**src/rtl/servo_pkg.sv**
```systemverilog
// Shared definitions for the servo command executor: instruction layout,
// opcode values, register reset values and the slew-step helper.
package servo_pkg;

    localparam int         INSTR_W    = 10;
    localparam logic [7:0] POS_RESET  = 8'd128;
    localparam logic [7:0] SLEW_RESET = 8'd255;

    typedef enum logic [1:0] {
        OP_NOP      = 2'b00,
        OP_SET_POS  = 2'b01,
        OP_SET_SLEW = 2'b10,
        OP_CTRL     = 2'b11
    } opcode_e;

    typedef struct packed {
        opcode_e    op;
        logic [7:0] operand;
    } instr_t;

    // Move pos toward tgt by at most rate; lands exactly on tgt when close enough,
    // so the result never wraps past 0 or 255.
    function automatic logic [7:0] slew_step(input logic [7:0] pos,
                                             input logic [7:0] tgt,
                                             input logic [7:0] rate);
        logic signed [8:0] diff;
        logic [8:0]        mag;
        diff = $signed({1'b0, tgt}) - $signed({1'b0, pos});
        mag  = diff[8] ? -diff : diff;
        if (mag <= {1'b0, rate})
            return tgt;
        else if (diff[8])
            return pos - rate;
        else
            return pos + rate;
    endfunction

endpackage

```
**src/rtl/instr_sync.sv**
```systemverilog
// Brings the level-held instruction word into the clk domain and flags each
// new, stable word exactly once.
module instr_sync
    import servo_pkg::*;
(
    input  logic               clk,
    input  logic               reset,
    input  logic [INSTR_W-1:0] instruction,
    output logic [INSTR_W-1:0] acc_word,
    output logic               acc_valid,
    output logic               instr_ack
);

    logic [INSTR_W-1:0] s1, s2, s3, last_accepted;

    // A word is taken once two consecutive synchronized samples agree, which
    // filters out bit skew across the crossing; repeats of the last word are ignored.
    assign acc_valid = (s2 == s3) && (s2 != last_accepted);
    assign acc_word  = s2;

    // Synchronizer chain, history register and acceptance bookkeeping.
    always_ff @(posedge clk) begin
        if (reset) begin
            s1            <= '0;
            s2            <= '0;
            s3            <= '0;
            last_accepted <= '0;
            instr_ack     <= 1'b0;
        end else begin
            s1        <= instruction;
            s2        <= s1;
            s3        <= s2;
            instr_ack <= acc_valid;
            if (acc_valid)
                last_accepted <= s2;
        end
    end

endmodule

```
**src/rtl/servo_cmd_exec.sv**
```systemverilog
// Servo command executor: decodes accepted instructions into target, slew and
// enable, and drives a period-aligned, slew-limited PWM output.
module servo_cmd_exec
    import servo_pkg::*;
#(
    parameter int TICK_DIV  = 50,
    parameter int PERIOD_US = 20000,
    parameter int MIN_US    = 1000,
    parameter int STEP_US   = 4
) (
    input  logic               clk,
    input  logic               reset,
    input  logic [INSTR_W-1:0] instruction,
    output logic               pwm,
    output logic [7:0]         position,
    output logic               enabled,
    output logic               busy,
    output logic               instr_ack
);

    localparam int PW = (TICK_DIV > 1) ? $clog2(TICK_DIV) : 1;
    localparam int CW = ($clog2(PERIOD_US) > 12) ? $clog2(PERIOD_US) : 12;
    localparam logic [PW-1:0] PRE_MAX = PW'(TICK_DIV - 1);
    localparam logic [CW-1:0] CNT_MAX = CW'(PERIOD_US - 1);

    function automatic logic [CW-1:0] pulse_of(input logic [7:0] p);
        return CW'(MIN_US + int'(p) * STEP_US);
    endfunction

    logic [INSTR_W-1:0] acc_word;
    logic               acc_valid;
    instr_t             acc;
    logic [7:0]         target, slew, pos_next;
    logic               en_req;
    logic [PW-1:0]      pre;
    logic [CW-1:0]      us_cnt, pulse_us;
    logic               tick, period_start;

    instr_sync u_sync (
        .clk         (clk),
        .reset       (reset),
        .instruction (instruction),
        .acc_word    (acc_word),
        .acc_valid   (acc_valid),
        .instr_ack   (instr_ack)
    );

    assign acc          = instr_t'(acc_word);
    assign tick         = (pre == PRE_MAX);
    assign period_start = tick && (us_cnt == CNT_MAX);
    assign pos_next     = slew_step(position, target, slew);

    // Decode registers; the period engine samples their pre-edge values, so a
    // word accepted on a period-start cycle lands in the following period.
    always_ff @(posedge clk) begin
        if (reset) begin
            target <= POS_RESET;
            slew   <= SLEW_RESET;
            en_req <= 1'b0;
        end else if (acc_valid) begin
            case (acc.op)
                OP_SET_POS:  target <= acc.operand;
                OP_SET_SLEW: slew   <= acc.operand;
                OP_CTRL:     en_req <= acc.operand[0];
                default:     ;
            endcase
        end
    end

    // Period engine: microsecond prescaler, period counter, and the
    // once-per-period update of position, pulse width and enable.
    always_ff @(posedge clk) begin
        if (reset) begin
            pre      <= '0;
            us_cnt   <= '0;
            position <= POS_RESET;
            pulse_us <= pulse_of(POS_RESET);
            enabled  <= 1'b0;
        end else begin
            pre <= tick ? '0 : pre + 1'b1;
            if (tick)
                us_cnt <= (us_cnt == CNT_MAX) ? '0 : us_cnt + 1'b1;
            if (period_start) begin
                position <= pos_next;
                pulse_us <= pulse_of(pos_next);
                enabled  <= en_req;
            end
        end
    end

    // Registered outputs; width and enable only move at period boundaries,
    // so each pulse is either full width or absent.
    always_ff @(posedge clk) begin
        if (reset) begin
            pwm  <= 1'b0;
            busy <= 1'b0;
        end else begin
            pwm  <= enabled && (us_cnt < pulse_us);
            busy <= (position != target);
        end
    end

endmodule
```
**config.mk**
```make
export PLATFORM = sky130hd
export DESIGN_NAME = servo_cmd_exec
export DESIGN_NICKNAME = d
export VERILOG_FILES = /design/src/rtl/servo_pkg.sv /design/src/rtl/instr_sync.sv /design/src/rtl/servo_cmd_exec.sv
export SDC_FILE = /design/constraint.sdc
export NUM_CORES = 1
export LEC_CHECK = 0
export CAP_MARGIN = 20
export CORE_UTILIZATION = 42
export DETAILED_ROUTE_END_ITERATION = 8
export SLEW_MARGIN = 20
export SYNTH_ARGS = -nofsm -noshare
export SYNTH_HDL_FRONTEND = slang
export SYNTH_SLANG_ARGS = --single-unit
```
**constraint.sdc**
```tcl
create_clock -name clk -period 5.6 [get_ports clk]
set_clock_uncertainty 0.2 [all_clocks]
set_input_delay 1.12 -clock clk [delete_from_list [all_inputs] [get_ports clk]]
set_output_delay 1.12 -clock clk [all_outputs]
set_load 0.02 [all_outputs]
```
==> impl_metrics.env <==
export IMPL_area_delta_synth_final_pct=13.9
export IMPL_synth_yosys_warnings=0
export IMPL_synth_area_per_cell_sq_um=8.99
export IMPL_tritoncts_num_sinks=98
export IMPL_gpl_final_weighted_congestion=0.862
export IMPL_drt_vias_per_instance=5.23
export IMPL_async_flop_share_pct=0
export IMPL_route_detailed_wl_per_inst_microns=14.7
export IMPL_worst_setup_ep_type="flip-flop"
export IMPL_grt_usage_pct=18.7
export IMPL_clk_latency_ns=0.36
export IMPL_antenna_found_initial=0
export IMPL_cts_resized=0
export IMPL_hpwl_microns=7920
export IMPL_fin_nets=640
export IMPL_dieWidth_microns=113
export IMPL_outcome="finished, final reports clean"
export IMPL_placementRows=40
export IMPL_fmax_mhz=210
export IMPL_worst_pin_slew_ns=0.778
export IMPL_dominantRegCellSynth="sky130_fd_sc_hd__dfxtp_1"
export IMPL_initial_utilization_pct=43.0
export IMPL_firstDrtPassIters=4
export IMPL_numCtsBuffers=9
export IMPL_critical_path_peak_fanout=13
export IMPL_cp_data_arrival_time_ns=4.81
export IMPL_die_area_sq_mm=0.0127
export IMPL_number_of_synthesized_flops_with_an_enable_pin=0
export IMPL_peakVddDrop_uv=174
export IMPL_total_power_mw=1.55
export IMPL_synth_most_common_cell="sky130_fd_sc_hd__dfxtp_1"
export IMPL_first_iter_violations=169
export IMPL_top_level_port_count=24
export IMPL_synthTopCellsByArea="sky130_fd_sc_hd__dfxtp_1 (38%), sky130_fd_sc_hd__ha_1 (8.7%), sky130_fd_sc_hd__xnor2_1 (7.3%)"
export IMPL_syn_nets=623
export IMPL_cellLeakagePower_nw=2.53
export IMPL_max_clock_path_buffers=2
export IMPL_ctsHtreeMaxLevel=3
export IMPL_final_setup_violation_count=0
export IMPL_synth_area_sq_mm=0.00515
export IMPL_power_per_cell_area_mw_per_mm2=265
export IMPL_maxCapViolCount=0
export IMPL_synth_top_area_share_pct=38.1
export IMPL_root_buffer="sky130_fd_sc_hd__clkbuf_16"
export IMPL_post_synth_inst_count=573
export IMPL_portBuffers=23
export IMPL_wirelength_microns=10900
export IMPL_floorplan_die_height_microns=113
export IMPL_grt_start_max_net_pins=38
export IMPL_cp_start_kind="flip-flop"
export IMPL_holdWs_ns=0.229
export IMPL_route_vias_total=3879
export IMPL_slew_headroom_pct=48.2
export IMPL_drc=0
export IMPL_path_class="flip-flop to flip-flop"
export IMPL_final_period_minus_worst_setup_slack_ns=4.76
export IMPL_grt_setup_unrepaired="false"
export IMPL_worst_hold_path_type="flip-flop to flip-flop"
export IMPL_synthDominantAreaCellType="sky130_fd_sc_hd__dfxtp_1"
export IMPL_grt_remaining_overflow=0
export IMPL_tritoncts_clock_tree="yes"
export IMPL_finalSetupTns_ns=0
export IMPL_seq_area_frac_synth_pct=38.1
export IMPL_synth_cell_types=53
export IMPL_cts_hold_buffers_added=0
export IMPL_postCtsSetupBuffers=0
export IMPL_layout_drive_gt1_share_pct=5.38
export IMPL_yosys_register_bits=98
export IMPL_layout_worst_path_cycle_share_pct=84.9
export IMPL_antenna_left=0
export IMPL_placeableCoreArea_sq_mm=0.0120
export IMPL_grt_pass1_wl_microns=18400
export IMPL_worst_ep_required_time_ns=5.65
export IMPL_insertedDiodeCount=0
export IMPL_path_clk_slew_ns=0.07
export IMPL_synth_commonest_cells="sky130_fd_sc_hd__dfxtp_1 (98), sky130_fd_sc_hd__nor2_1 (65), sky130_fd_sc_hd__xnor2_1 (43)"
export IMPL_vias_in_the_first_global_route=3704
export IMPL_finalMaxSlewViolations=0
export IMPL_report_final_hold_viol_count=0
==> per-stage QoR <==
stage / worst slack, ns / utilization, % / instance area (sq um) / cells
global placement: 1.06 / 46.0 / 5500 / 726
global route: 0.563 / 49.0 / 5870 / 742
finish: 0.843 / 49.0 / 5870 / 742
detailed placement: 0.936 / 46.0 / 5500 / 726
floorplan: 1.13 / - / 5150 / 573
CTS: 0.902 / 49.0 / 5860 / 742
==> cell usage in the layout (no fill, tap or decap), drive strengths merged, types with 5 or more instances in the layout <==
cell           instances
a211oi                 7
a21o                  12
a21oi                 14
and3                   6
buf                    6
clkbuf                 9
clkdlybuf4s50         22
dfxtp                 98
ha                    36
inv                   41
mux2i                 24
nand2                 34
nand2b                 5
nand3                 10
nand4                 11
nor2                  65
nor2b                 35
nor3                   7
o211ai                12
o21ai                 13
xnor2                 43
xor2                  27
==> worst paths after layout <==
path	slack, ns	start	end	cells after the start
setup / recovery	0.84	position[0]	pulse_us[8]	18
hold / removal	0.23	u_sync.s1[8]	u_sync.acc_word[8]	1
setup reg to reg	0.84	position[0]	pulse_us[8]	18
hold reg to reg	0.23	u_sync.s1[8]	u_sync.acc_word[8]	1
==> layout make-up <==
class	count	area [sq um]
clock buffers	9	225
clock inverters	7	135
fillers	1132	6100
inverters	38	143
multi-input cells	415	2950
flip-flops and latches	98	1960
well taps	147	184
repair buffers	28	263
==> critical path, cell delays in order (launching register included) <==
cell and delay (ns):
sky130_fd_sc_hd__dfxtp_1 0.39, sky130_fd_sc_hd__ha_1 0.18, sky130_fd_sc_hd__inv_2 0.04, sky130_fd_sc_hd__fa_1 0.39
sky130_fd_sc_hd__a211o_1 0.35, sky130_fd_sc_hd__a311oi_1 0.28, sky130_fd_sc_hd__buf_4 0.23, sky130_fd_sc_hd__inv_1 0.12
sky130_fd_sc_hd__a21o_1 0.25, sky130_fd_sc_hd__fa_1 0.60, sky130_fd_sc_hd__inv_1 0.07, sky130_fd_sc_hd__a22oi_1 0.16
sky130_fd_sc_hd__nor2_1 0.07, sky130_fd_sc_hd__a211oi_1 0.47, sky130_fd_sc_hd__nand2b_1 0.17, sky130_fd_sc_hd__nor2_1 0.19
sky130_fd_sc_hd__xnor2_1 0.14, sky130_fd_sc_hd__a21oi_1 0.08, sky130_fd_sc_hd__a211o_1 0.26
==> power breakdown <==
group | total (mW) | leakage (nW) | internal [mW] | switching, mW
combinational | 0.0967 | 1.56 | 0.0457 | 0.0510
sequential | 0.723 | 0.796 | 0.711 | 0.0124
clock | 0.733 | 0.175 | 0.447 | 0.286
==> kinds of logic (layout without fill, tap and decap cells) <==
kind of cell	after synthesis	in the layout	synth area share (%)
buffers and inverters	60	82	4.62
AO/OA/AOI/OAI	89	89	12.5
XOR/XNOR	70	70	11.9
AND/OR/NAND/NOR	194	194	18.7
adder cells (fa/ha/maj)	38	38	9.53
flip-flops	98	98	38.1
multiplexers	24	24	4.67
==> state kept, by name (all words and copies together), names as in the netlist <==
name / count
u_sync.instr_ack: 1
u_sync.last_accepted: 10
position: 8
us_cnt: 15
slew: 8
pre: 6
u_sync.s1: 10
pulse_us: 8
target: 8
en_req: 1
u_sync.s3: 10
pwm: 1
busy: 1
u_sync.acc_word: 10
enabled: 1
==> routing by layer <==
metal | share of wire [%] | vias to the layer above | track usage [%]
met4 | 1.8 | 0 | 8.00
met2 | 45 | 58 | 29.8
li1 | - | 1993 | -
met1 | 48 | 1812 | 23.4
met3 | 5.1 | 16 | 5.57
met5 | 0 | - | 0
(Power assumes the default switching activity.)
